--- src/rtl/navic_pilot_seq_ctrl.sv ---
// NavIC L1 pilot code generator sequencer.
// Takes PRN/run commands over a valid/ready port and drives the generator's
// PRN select, IC reload and chip enable. Runs are counted in primary-code
// epochs and always end on an epoch boundary. A one-deep shadow register
// holds the next command, so a PRN change lands on the next epoch without
// any timing constraints on the host.
module navic_pilot_seq_ctrl #(
    parameter int PRN_W       = 6,
    parameter int CNT_W       = 16,
    parameter int LOAD_CYCLES = 2
) (
    input  logic             clk_i,
    input  logic             reset_i,
    input  logic             cmd_valid_i,
    output logic             cmd_ready_o,
    input  logic [PRN_W-1:0] cmd_prn_i,
    input  logic [CNT_W-1:0] cmd_epochs_i,
    input  logic             cmd_sync_i,
    input  logic             sync_in_i,
    input  logic             abort_i,
    input  logic             gen_epoch_i,
    output logic [PRN_W-1:0] gen_prn_o,
    output logic             gen_load_o,
    output logic             gen_ena_o,
    output logic             busy_o,
    output logic             done_o,
    output logic             cmd_err_o,
    output logic [CNT_W-1:0] epoch_count_o
);

    // The load counter only ever holds 0..LOAD_CYCLES-1.
    localparam int LC_W = (LOAD_CYCLES > 1) ? $clog2(LOAD_CYCLES) : 1;
    localparam logic [LC_W-1:0] LOAD_INIT = LC_W'(LOAD_CYCLES - 1);

    typedef enum logic [1:0] {
        ST_IDLE = 2'd0,
        ST_LOAD = 2'd1,
        ST_ARM  = 2'd2,
        ST_RUN  = 2'd3
    } state_t;

    state_t            state_q;
    logic [PRN_W-1:0]  gen_prn_q;
    logic [CNT_W-1:0]  target_q;
    logic              sync_q;
    logic              gen_load_q;
    logic              gen_ena_q;
    logic              done_q;
    logic              cmd_err_q;
    logic [CNT_W-1:0]  epoch_count_q;
    logic [LC_W-1:0]   load_cnt_q;

    logic              shadow_valid_q;
    logic [PRN_W-1:0]  shadow_prn_q;
    logic [CNT_W-1:0]  shadow_target_q;
    logic              shadow_sync_q;

    logic              accept;
    logic              accept_ok;
    logic              accept_bad;
    logic [CNT_W-1:0]  epoch_count_d;
    logic              target_hit;
    logic              shadow_load;
    logic              start_load;
    logic [PRN_W-1:0]  ld_prn_d;
    logic [CNT_W-1:0]  ld_target_d;
    logic              ld_sync_d;

    // Ready whenever idle, or while busy with room in the shadow; abort blocks it.
    assign cmd_ready_o = !abort_i && ((state_q == ST_IDLE) || !shadow_valid_q);
    assign accept      = cmd_valid_i && cmd_ready_o;
    assign accept_ok   = accept && (cmd_prn_i != '0);
    assign accept_bad  = accept && (cmd_prn_i == '0);

    assign epoch_count_d = epoch_count_q + CNT_W'(1);
    assign target_hit    = (target_q != '0) && (epoch_count_d == target_q);

    // Decide whether a LOAD starts this cycle and which command it loads.
    // The epoch decision looks only at the shadow as it stood before any
    // accept in the same cycle, so a fresh command is never consumed early.
    always_comb begin
        shadow_load = 1'b0;
        start_load  = 1'b0;
        ld_prn_d    = shadow_prn_q;
        ld_target_d = shadow_target_q;
        ld_sync_d   = shadow_sync_q;
        if (state_q == ST_IDLE) begin
            if (shadow_valid_q) begin
                shadow_load = 1'b1;
                start_load  = 1'b1;
            end else if (accept_ok) begin
                start_load  = 1'b1;
                ld_prn_d    = cmd_prn_i;
                ld_target_d = cmd_epochs_i;
                ld_sync_d   = cmd_sync_i;
            end
        end else if ((state_q == ST_RUN) && gen_epoch_i && shadow_valid_q &&
                     ((target_q == '0) || target_hit)) begin
            shadow_load = 1'b1;
            start_load  = 1'b1;
        end
    end

    // Sequencer FSM with registered generator controls and status pulses.
    always_ff @(posedge clk_i) begin
        if (reset_i) begin
            state_q         <= ST_IDLE;
            gen_prn_q       <= PRN_W'(1);
            target_q        <= '0;
            sync_q          <= 1'b0;
            gen_load_q      <= 1'b0;
            gen_ena_q       <= 1'b0;
            done_q          <= 1'b0;
            cmd_err_q       <= 1'b0;
            epoch_count_q   <= '0;
            load_cnt_q      <= '0;
            shadow_valid_q  <= 1'b0;
            shadow_prn_q    <= '0;
            shadow_target_q <= '0;
            shadow_sync_q   <= 1'b0;
        end else if (abort_i) begin
            // Stop the generator at once; the count of the cut run is kept.
            state_q        <= ST_IDLE;
            gen_load_q     <= 1'b0;
            gen_ena_q      <= 1'b0;
            done_q         <= 1'b0;
            cmd_err_q      <= 1'b0;
            shadow_valid_q <= 1'b0;
        end else begin
            done_q    <= 1'b0;
            cmd_err_q <= accept_bad;

            // A good command goes to the shadow unless it starts a run directly.
            if (accept_ok && !((state_q == ST_IDLE) && !shadow_valid_q)) begin
                shadow_valid_q  <= 1'b1;
                shadow_prn_q    <= cmd_prn_i;
                shadow_target_q <= cmd_epochs_i;
                shadow_sync_q   <= cmd_sync_i;
            end else if (shadow_load) begin
                shadow_valid_q <= 1'b0;
            end

            if (start_load) begin
                state_q       <= ST_LOAD;
                gen_prn_q     <= ld_prn_d;
                target_q      <= ld_target_d;
                sync_q        <= ld_sync_d;
                gen_load_q    <= 1'b1;
                gen_ena_q     <= 1'b0;
                load_cnt_q    <= LOAD_INIT;
                epoch_count_q <= '0;
            end else begin
                case (state_q)
                    ST_LOAD: begin
                        if (load_cnt_q == '0) begin
                            gen_load_q <= 1'b0;
                            if (sync_q) begin
                                state_q <= ST_ARM;
                            end else begin
                                state_q   <= ST_RUN;
                                gen_ena_q <= 1'b1;
                            end
                        end else begin
                            load_cnt_q <= load_cnt_q - LC_W'(1);
                        end
                    end
                    ST_ARM: begin
                        if (sync_in_i) begin
                            state_q   <= ST_RUN;
                            gen_ena_q <= 1'b1;
                        end
                    end
                    ST_RUN: begin
                        if (gen_epoch_i) begin
                            epoch_count_q <= epoch_count_d;
                            if (target_hit) begin
                                state_q   <= ST_IDLE;
                                gen_ena_q <= 1'b0;
                                done_q    <= 1'b1;
                            end
                        end
                    end
                    default: begin
                    end
                endcase
            end
        end
    end

    assign gen_prn_o     = gen_prn_q;
    assign gen_load_o    = gen_load_q;
    assign gen_ena_o     = gen_ena_q;
    assign busy_o        = (state_q != ST_IDLE);
    assign done_o        = done_q;
    assign cmd_err_o     = cmd_err_q;
    assign epoch_count_o = epoch_count_q;

endmodule

--- config.mk ---
export PLATFORM = sky130hd
export DESIGN_NAME = navic_pilot_seq_ctrl
export DESIGN_NICKNAME = d
export VERILOG_FILES = /design/src/rtl/navic_pilot_seq_ctrl.sv
export SDC_FILE = /design/constraint.sdc
export NUM_CORES = 1
export LEC_CHECK = 0
export BUFFER_PORTS_ARGS = -buffer_cell sky130_fd_sc_hd__buf_2
export CORE_MARGIN = 1
export CORE_UTILIZATION = 55
export CTS_BUF_LIST = sky130_fd_sc_hd__clkbuf_8
export DETAILED_ROUTE_END_ITERATION = 8
export MAX_ROUTING_LAYER = met4
export PLACE_DENSITY_LB_ADDON = 0.15
export RECOVER_POWER = 25
export SYNTH_ARGS = -nofsm -noshare
export SYNTH_HDL_FRONTEND = slang
export SYNTH_SLANG_ARGS = --single-unit
export TNS_END_PERCENT = 50
--- constraint.sdc ---
create_clock -name clk_i -period 3.5 [get_ports clk_i]
set_clock_uncertainty 0.2 [all_clocks]
set_input_delay 0.35 -clock clk_i [delete_from_list [all_inputs] [get_ports clk_i]]
set_output_delay 0.35 -clock clk_i [all_outputs]
set_load 0.02 [all_outputs]
==> flow_results.org, run 1 <==
** Cells and area
- The number of antenna diodes in the final layout is 0.
- Share of final-layout standard cells stronger than drive strength 1 :: 16.4%
- Sequential cell area :: 0.00140 sq mm
- From synthesis to final layout, the design area changed by 14.3%.
- The multi-input combinational cells in the finished layout cover a total of 0.00217 sq mm.
- Number of filler instances in the final layout :: 577
- After the last flow step, the layout net total stands at 538.
- Final standard cell utilization of the core :: 66.6%

** Setup path
- Among the stages of the critical path, the cell type that occurs most often is nand4_1.
- On the worst path, the slowest cell contributes a delay of 0.44 ns.
- The worst setup path is launched from a flip-flop.
- Data arrives at the worst endpoint at 3.24 ns.
- Critical path peak fanout :: 46
- The worst register-to-register path has a setup slack of 0.30 ns.
- The worst setup path is of the flip-flop to flip-flop kind.
- The largest individual stage delay along the critical path comes from the cell dfxtp_1.
- The worst setup path is captured at a flip-flop.
- Kind of cell adding the most delay to the critical path :: compound AO/OA/AOI/OAI gates
- Critical path required time :: 3.54 ns
- The signal on the critical path passes through ha_1, xor2_1, xnor2_1, nand4_1, a2111oi_0, nand4_1, o31ai_4, and3b_2, buf_12, nor2_1, a211oi_1.
- Together, buffers and inverters on the worst path number 1.

** Synth
- Count of mapped cells out of synthesis :: 451
- The synthesized netlist contains 49 unique library cells.
- By area the synthesized netlist is led by dfxtp_1 (37%), a21oi_1 (7.5%), nand2_1 (6.2%).
- Number of enable flip-flop cells after synthesis :: 0
- The synthesized netlist occupies a cell area of 0.00376 sq mm.
- The most used flip-flop cell after synthesis is dfxtp_1.
- Yosys warnings :: 0
- The largest total area in the synthesized netlist belongs to dfxtp_1.
- Number of storage elements in the synthesis netlist :: 70
- Dividing the synthesized area by the synthesized cell count gives 8.34 sq um.
- Of all flip-flops after synthesis, the portion carrying an async set or reset was 0%.
- When the netlist entered floorplanning its net count stood at 487.
- Area share of the leading cell type in the synthesized netlist :: 37.3%
- Post-synthesis sequential area ratio :: 37.3%

** Clocking
- Maximum root-to-sink buffer count :: 2
- Clock-pin slew was measured on the worst setup and hold paths at 0.08 ns.
- Clock Sink Count :: 70
- Clock network latency to the later pin of the worst-skew pair :: 0.34 ns
- Post-CTS Setup Inserts :: 0
- Clock tree synthesis inserted a total of 9 buffers.
- The H-tree was split into 3 levels.
- Clock tree from TritonCTS :: yes
- Clk Tree Root Cell :: clkbuf_8
- Hold buffers post-CTS :: 0
- # resized after CTS :: 0

** Global route
- Number of antenna violations at the first check in global routing :: 0
- Global routing used 26.4% of the available tracks across all layers.
- The number of global-route vias before repair is 3056.
- GRT Residual Overflow :: 0
- Largest net degree at the start of global routing :: 67
- First-pass GRT wire length :: 14.6 mm

** Drt
- Count of routing violations after the opening detailed-route iteration :: 285
- Vias after detailed routing :: 3426
- DRC viols :: 0
- Via-per-instance ratio :: 5.87
- For this run, the detailed router's first-pass iteration total came to 7.
- The count of nets left with antenna violations once routing finished came out at 0.
- WL final :: 8.88 mm
- Wirelength per Cell :: 15.2 microns

** Min path
- The min-delay analysis places its worst path in the category input pin to flip-flop.

** Power
- P per Cell Area :: 432 mW/mm^2
- IR analysis of the VDD net gives a maximum drop of 0.308 mV.
- The analysis attributes to cell leakage a power of 1.66 nW.
- Overall power consumption after layout is estimated at 1.86 mW.

** Die
- The die covers 0.00717 sq mm.
- Boundary pin count :: 57
- Die H :: 84.7 microns
- The die is 84.7 microns wide.
- The core region is 0.00646 sq mm.
- Initial standard-cell utilization of the core :: 58.2%
- After floorplanning, the core was divided into 29 placement rows.

** Placement
- Routability congestion estimate from global placement :: 0.944
- Buffers placed on the I/O ports in this run total 56.
- Summed over all nets, the half-perimeter wirelength after detailed placement is 6.16 mm.
- At the placement stage, the worst setup path has a slack of 0.244 ns.

** STA
- Final WS setup :: 0.302 ns
- The final number of hold-violating endpoints was 0.
- Max-Slew Margin vs Limit :: 45.9%
- Based on the critical path, the design can be clocked at up to 313 MHz.
- Slew Limit Fails :: 0
- Part of the cycle the worst path needs :: 91.4%
- Worst-Margin Slew :: 0.812 ns
- The worst path in the final design needs a cycle of 3.20 ns, including I/O delays and setup.
- Setup violations remaining at the end of the flow were counted as 0.
- Setup repair after global routing left no endpoint under its margin.
- Setup total negative slack on the finished layout was measured at 0 ns.

** Run status
- Run status :: complete, no violations

** Flow run
- The tool flagged a number of max-cap violations equal to 0.
-- final cells by class --
class / instances / area share, %
inverter: 8 / 0.698
clock inverter: 7 / 2.30
clock buffer: 9 / 2.88
sequential: 70 / 32.6
multi-input combinational: 342 / 50.6
tap: 77 / 2.24
timing repair buffer: 71 / 8.73
-- tightest hold or removal path, delay by kind of cell --
kind	cells	cell delay, ns
AND/OR/NAND/NOR	2	0.09
buffers and inverters	1	0.10
-- per-stage QoR --
| step | area (sq um) | instances | hold slack [ns] |
|---|---|---|---|
| finish | 4300 | 584 | 0.0293 |
| global route | 4300 | 584 | 0.0333 |
| CTS | 4330 | 584 | 0.0225 |
| detailed placement | 4110 | 568 | 0.246 |
| global placement | 4110 | 568 | 0.241 |
| floorplan | 3760 | 451 | 0.229 |
-- cell families (layout without fill, tap and decap cells) --
kind of cell,Yosys count,after routing,share of synthesized area [%]
and+or+nand+nor,168,168,22.2
AOI/OAI and AO/OA,122,122,22.0
DFF,70,70,37.3
buffers and inverters,39,95,4.96
muxes,23,23,6.12
xor gates and xnor gates,22,22,5.12
adders and majority gates,7,7,2.33
-- report_power, final --
part | internal, mW | leakage (nW) | switching [mW]
clock | 0.405 | 0.115 | 0.326
sequential | 0.824 | 0.567 | 0.0275
combinational | 0.107 | 0.978 | 0.169
-- cell usage after synthesis, types with 2 or more instances --
cell type,count
dfxtp_1,70
xor2_1,12
a211oi_2,16
o21ai_1,2
nand2_1,62
a21oi_1,56
and4_1,2
nand2b_1,5
inv_1,8
nand4_1,5
buf_6,3
nand3b_1,2
mux2i_1,23
xnor2_1,10
buf_2,5
o2111ai_1,2
nor2_1,33
nor4_1,6
nor2b_1,3
or4_1,5
nor3b_1,2
clkbuf_1,20
nand4b_1,7
ha_1,7
o21ai_0,19
and3_1,6
buf_4,3
a21boi_0,5
nand3_1,10
a211oi_1,6
nor3_1,12
a31oi_1,4
or3_1,3
o21a_1,2
-- routing by layer --
| layer | global-route usage [%] | vias to the layer above | wire length (microns) |
|---|---|---|---|
| met4 | 10.2 | 0 | 181 |
| met1 | 34.7 | 1575 | 4070 |
| li1 | - | 1711 | - |
| met3 | 4.33 | 21 | 508 |
| met5 | - | - | 0 |
| met2 | 40.9 | 119 | 4130 |
-- flip-flops by register name, indices dropped and copies added (netlist names), 2 cells and up --
register / cells
shadow_target_q: 16
gen_prn_o: 6
state_q: 2
epoch_count_o: 16
shadow_prn_q: 6
target_q: 16
-- placed cells by master, fill, tap and decap left out, types with 3 or more instances in the layout --
master / count
dfxtp_1: 70
nand2_1: 62
a21oi_1: 56
nor2_1: 33
buf_2: 32
clkbuf_1: 24
mux2i_1: 23
o21ai_0: 19
a211oi_2: 16
buf_4: 14
xor2_1: 12
nor3_1: 12
nand3_1: 10
xnor2_1: 10
inv_1: 9
clkbuf_8: 9
nand4b_1: 7
ha_1: 7
nor4_1: 6
and3_1: 6
a211oi_1: 6
nand4_1: 5
nand2b_1: 5
a21boi_0: 5
or4_1: 5
a31oi_1: 4
nor2b_1: 3
or3_1: 3
clkinv_4: 3
-- worst paths after layout --
path                      startpoint                  to  cells after the start
setup / recovery    epoch_count_o[0]        target_q[15]                     11
hold / removal           cmd_valid_i           cmd_err_o                      3
setup reg to reg    epoch_count_o[0]        target_q[15]                     11
hold reg to reg   shadow_target_q[3]  shadow_target_q[3]                      2
(Power assumes the default switching activity.)
==> inputs of run 2 (changes only) <==
--- a/config.mk
+++ b/config.mk
@@ -5,6 +5,7 @@
 export SDC_FILE = /design/constraint.sdc
 export NUM_CORES = 1
 export LEC_CHECK = 0
+export ABC_AREA = 1
 export BUFFER_PORTS_ARGS = -buffer_cell sky130_fd_sc_hd__buf_2
 export CORE_MARGIN = 1
 export CORE_UTILIZATION = 55
==> flow_results.org, run 2 <==
** Run status
- The run finished with clean final reports.

** Global route
- The number of global-route vias before repair came to 3458.
- Entering global routing, the biggest net connects 47 pins.
- GRT Residual Overflow :: 0
- Overall track demand over capacity in global routing :: 28.2%
- The first global-routing pass estimated 16.1 mm of wire.
- Number of antenna violations at the first check in global routing :: 0

** Die
- DIE WIDTH :: 85.3 microns
- The floorplan step defined a die boundary enclosing 0.00728 sq mm.
- The initial utilization of the core area, before any placement, comes to 56.5%.
- Boundary pin count :: 57
- Die H :: 85.3 microns
- In this run the core area contains 30 standard-cell rows.
- Core region area :: 0.00676 sq mm

** STA
- Setup violations remaining at the end of the flow were counted as 0.
- Max-Slew Margin vs Limit :: 41.6%
- Hold Vio Cnt, Final :: 0
- Setup slack on the critical path of the routed design comes to 0.622 ns.
- Part of the cycle the worst path needs :: 82.2%
- At the pin with the least slew margin, the transition time is 0.875 ns.
- Static timing analysis puts the maximum clock frequency at 347 MHz.
- Setup repair after global routing missed its margin :: no
- Shortest period the worst path allows :: 2.88 ns
- For the final routed database, the setup TNS stands at 0 ns.
- The final count of pins violating max slew is 0.

** Placement
- Quantity of I/O buffers inserted on ports :: 56
- Prior to clock tree synthesis, the placed netlist has a worst setup slack of 0.696 ns.
- The wire-length estimate of the detail-placed layout is 6.51 mm.
- Routability congestion estimate from global placement :: 0.863
- Instance area at placement :: 0.00411 sq mm

** Setup path
- In this run the worst path has a maximum fanout of 16.
- The worst setup path is launched from a flip-flop.
- The setup check on the worst reg-to-reg path leaves a slack of 0.62 ns.
- For the worst setup path, the data required time is 3.56 ns.
- At the worst endpoint, the arrival time is 2.94 ns.
- The worst setup path is of the flip-flop to flip-flop kind.
- STA classifies the critical path endpoint as a flip-flop.

** Clocking
- The longest clock path from root to sink contains 2 buffers.
- The later pin in the worst-skew pair is clocked with a latency of 0.34 ns.
- In this run, post-CTS hold repair placed 0 buffers.
- The number of setup buffers added after CTS is 0.
- Clk Tree Root Cell :: clkbuf_8
- Clock tree from TritonCTS :: yes
- Buffers inserted during clock tree synthesis total 9.
- The H-tree was split into 3 levels.
- In this run, post-CTS repair resized a total of 0 instances.
- Clock-pin slew reported for the worst setup and hold paths after clock tree synthesis :: 0.07 ns
- The clock net in this run drives a total of 70 sinks.

** Synth
- Number of enable flip-flop cells after synthesis :: 0
- Post-synth top cells :: nand2_1 (128), a21oi_1 (86), dfxtp_1 (70), inv_1 (64), nand3_1 (61)
- Number of storage elements in the synthesis netlist :: 70
- Sequential cells were found to cover 36.7% of the synthesized design area.
- After technology mapping, the gate count stands at 577.
- In the synthesized netlist the dominant register cell turns out to be dfxtp_1.
- After synthesis, the cell types taking the most area are dfxtp_1 (37%), nand2_1 (13%), a21oi_1 (11%).
- Async set-reset flop share out of synthesis :: 0%
- Syn Nets :: 613
- Dividing the synthesized area by the synthesized cell count gives 6.62 sq um.
- Synthesized cell area :: 0.00382 sq mm
- Of all cell types, the one taking the most synthesized area is dfxtp_1.
- Yosys warnings :: 0
- Area share of the leading cell type in the synthesized netlist :: 36.7%
- In the post-synthesis netlist, the cell with the most instances is nand2_1.
- In this run, distinct cell masters in the synthesized netlist total 32.

** Power
- Static power due to leakage :: 1.63 nW
- IR analysis of the VDD net gives a maximum drop of 0.300 mV.
- P per Cell Area :: 377 mW/mm^2

** Flow run
- The tool flagged a number of max-cap violations equal to 0.

** Drt
- Wirelength per Cell :: 13.4 microns
- Detailed routing placed a total of 598 microns of wire on met3.
- DRC viols :: 0
- Top routing layer in use :: met4
- The routed layout has 3886 vias.
- WL final :: 9.48 mm
- Count of routing violations after the opening detailed-route iteration :: 208
- In the routed layout, each cell is associated on average with a via count of 5.48.
- Wire length on met1 :: 4.43 mm
- Count of nets left with antenna violations after detail routing :: 0
- In the detailed route, the total length drawn on met2 is 4.38 mm.
- Detailed-router iteration count before antenna repair :: 5

** Min path
- Class of the tightest hold or removal check :: input pin to flip-flop

** Cells and area
- The library cell used most frequently in the layout, excluding fill and tap cells, is nand2_1.
- Growth of design area from synthesis to finish :: 11.5%
- In the layout the commonest cells are nand2_1 (128), a21oi_1 (86), dfxtp_1 (70).
- In the final design database the tool counted 661 nets.
- N_diodes :: 0
- Cell area after layout :: 0.00426 sq mm
- In the final layout, the share of cells above drive strength 1 is 11.4%.
run 2: cell count changes after synthesis, sizes merged, moves of 8 or more:
| cell | change |
|---|---|
| mux2i | -23 |
| nand2 | +73 |
| nor3 | -11 |
| nand4 | +8 |
| xor2 | -12 |
| a211oi | -22 |
| nor2 | +23 |
| xnor2 | -9 |
| inv | +57 |
| a21oi | +31 |
| o21ai | +12 |
| nand3 | +51 |
run 2: layout make-up:
| type | count | area, sq um |
|---|---|---|
| fill | 679 | 2500 |
| inverter | 65 | 244 |
| clock buffer | 11 | 151 |
| timing repair buffer | 62 | 295 |
| multi-input combinational | 417 | 2040 |
| tap | 80 | 100 |
| clock inverter | 4 | 23.8 |
| sequential | 70 | 1400 |
run 2: report_power, final:
group | total, mW | internal (mW) | leakage (nW) | switching [mW]
registers | 0.829 | 0.816 | 0.566 | 0.0131
clock network | 0.585 | 0.288 | 0.0886 | 0.297
logic | 0.192 | 0.0642 | 0.971 | 0.127
total | 1.61 | 1.17 | 1.63 | 0.437
run 2: kinds of logic (layout without fill, tap and decap cells):
family | Yosys count | in the layout | share of synthesized area, %
DFF | 70 | 70 | 36.7
xor gates and xnor gates | 1 | 1 | 0.229
and+or+nand+nor | 284 | 284 | 33.8
adders and majority gates | 7 | 7 | 2.29
buffers and inverters | 90 | 142 | 9.96
AOI/OAI and AO/OA | 125 | 125 | 17.0
run 2: layer usage:
metal,vias up,global-route usage (%)
met5,-,-
met4,0,8.64
met3,9,4.38
met2,128,43.6
met1,1755,38.1
li1,1994,-
run 2: critical path, cell delays in order, from the launching register on:
cell and delay (ns):
dfxtp_1 0.41, inv_1 0.13, ha_1 0.25, nor2_1 0.22, nor3b_1 0.10, and2_1 0.19, o21ai_0 0.45, a21oi_2 0.11
inv_1 0.46, nand2_1 0.10, a21oi_1 0.18
run 2: path summary, 6_finish.rpt:
path                   start                  to  cells past startpoint
min          cmd_epochs_i[3]  shadow_target_q[3]                      3
max reg2reg       state_q[1]   epoch_count_o[15]                     10
max               state_q[1]   epoch_count_o[15]                     10
min reg2reg  shadow_prn_q[0]     shadow_prn_q[0]                      2
run 2: through the flow:
| step | hold slack [ns] | power (mW) | cells | util [%] |
|---|---|---|---|---|
| 2_1_floorplan | 0.223 | 0.983 | 577 | - |
| 3_3_place_gp | 0.234 | 1.03 | 694 | 60.9 |
| 3_5_place_dp | 0.244 | 1.04 | 694 | 60.9 |
| 4_1_cts | 0.0974 | 1.62 | 709 | 63.4 |
| 5_1_grt | 0.111 | 1.68 | 709 | 63.0 |
| 6_report | 0.106 | 1.61 | 709 | 63.0 |
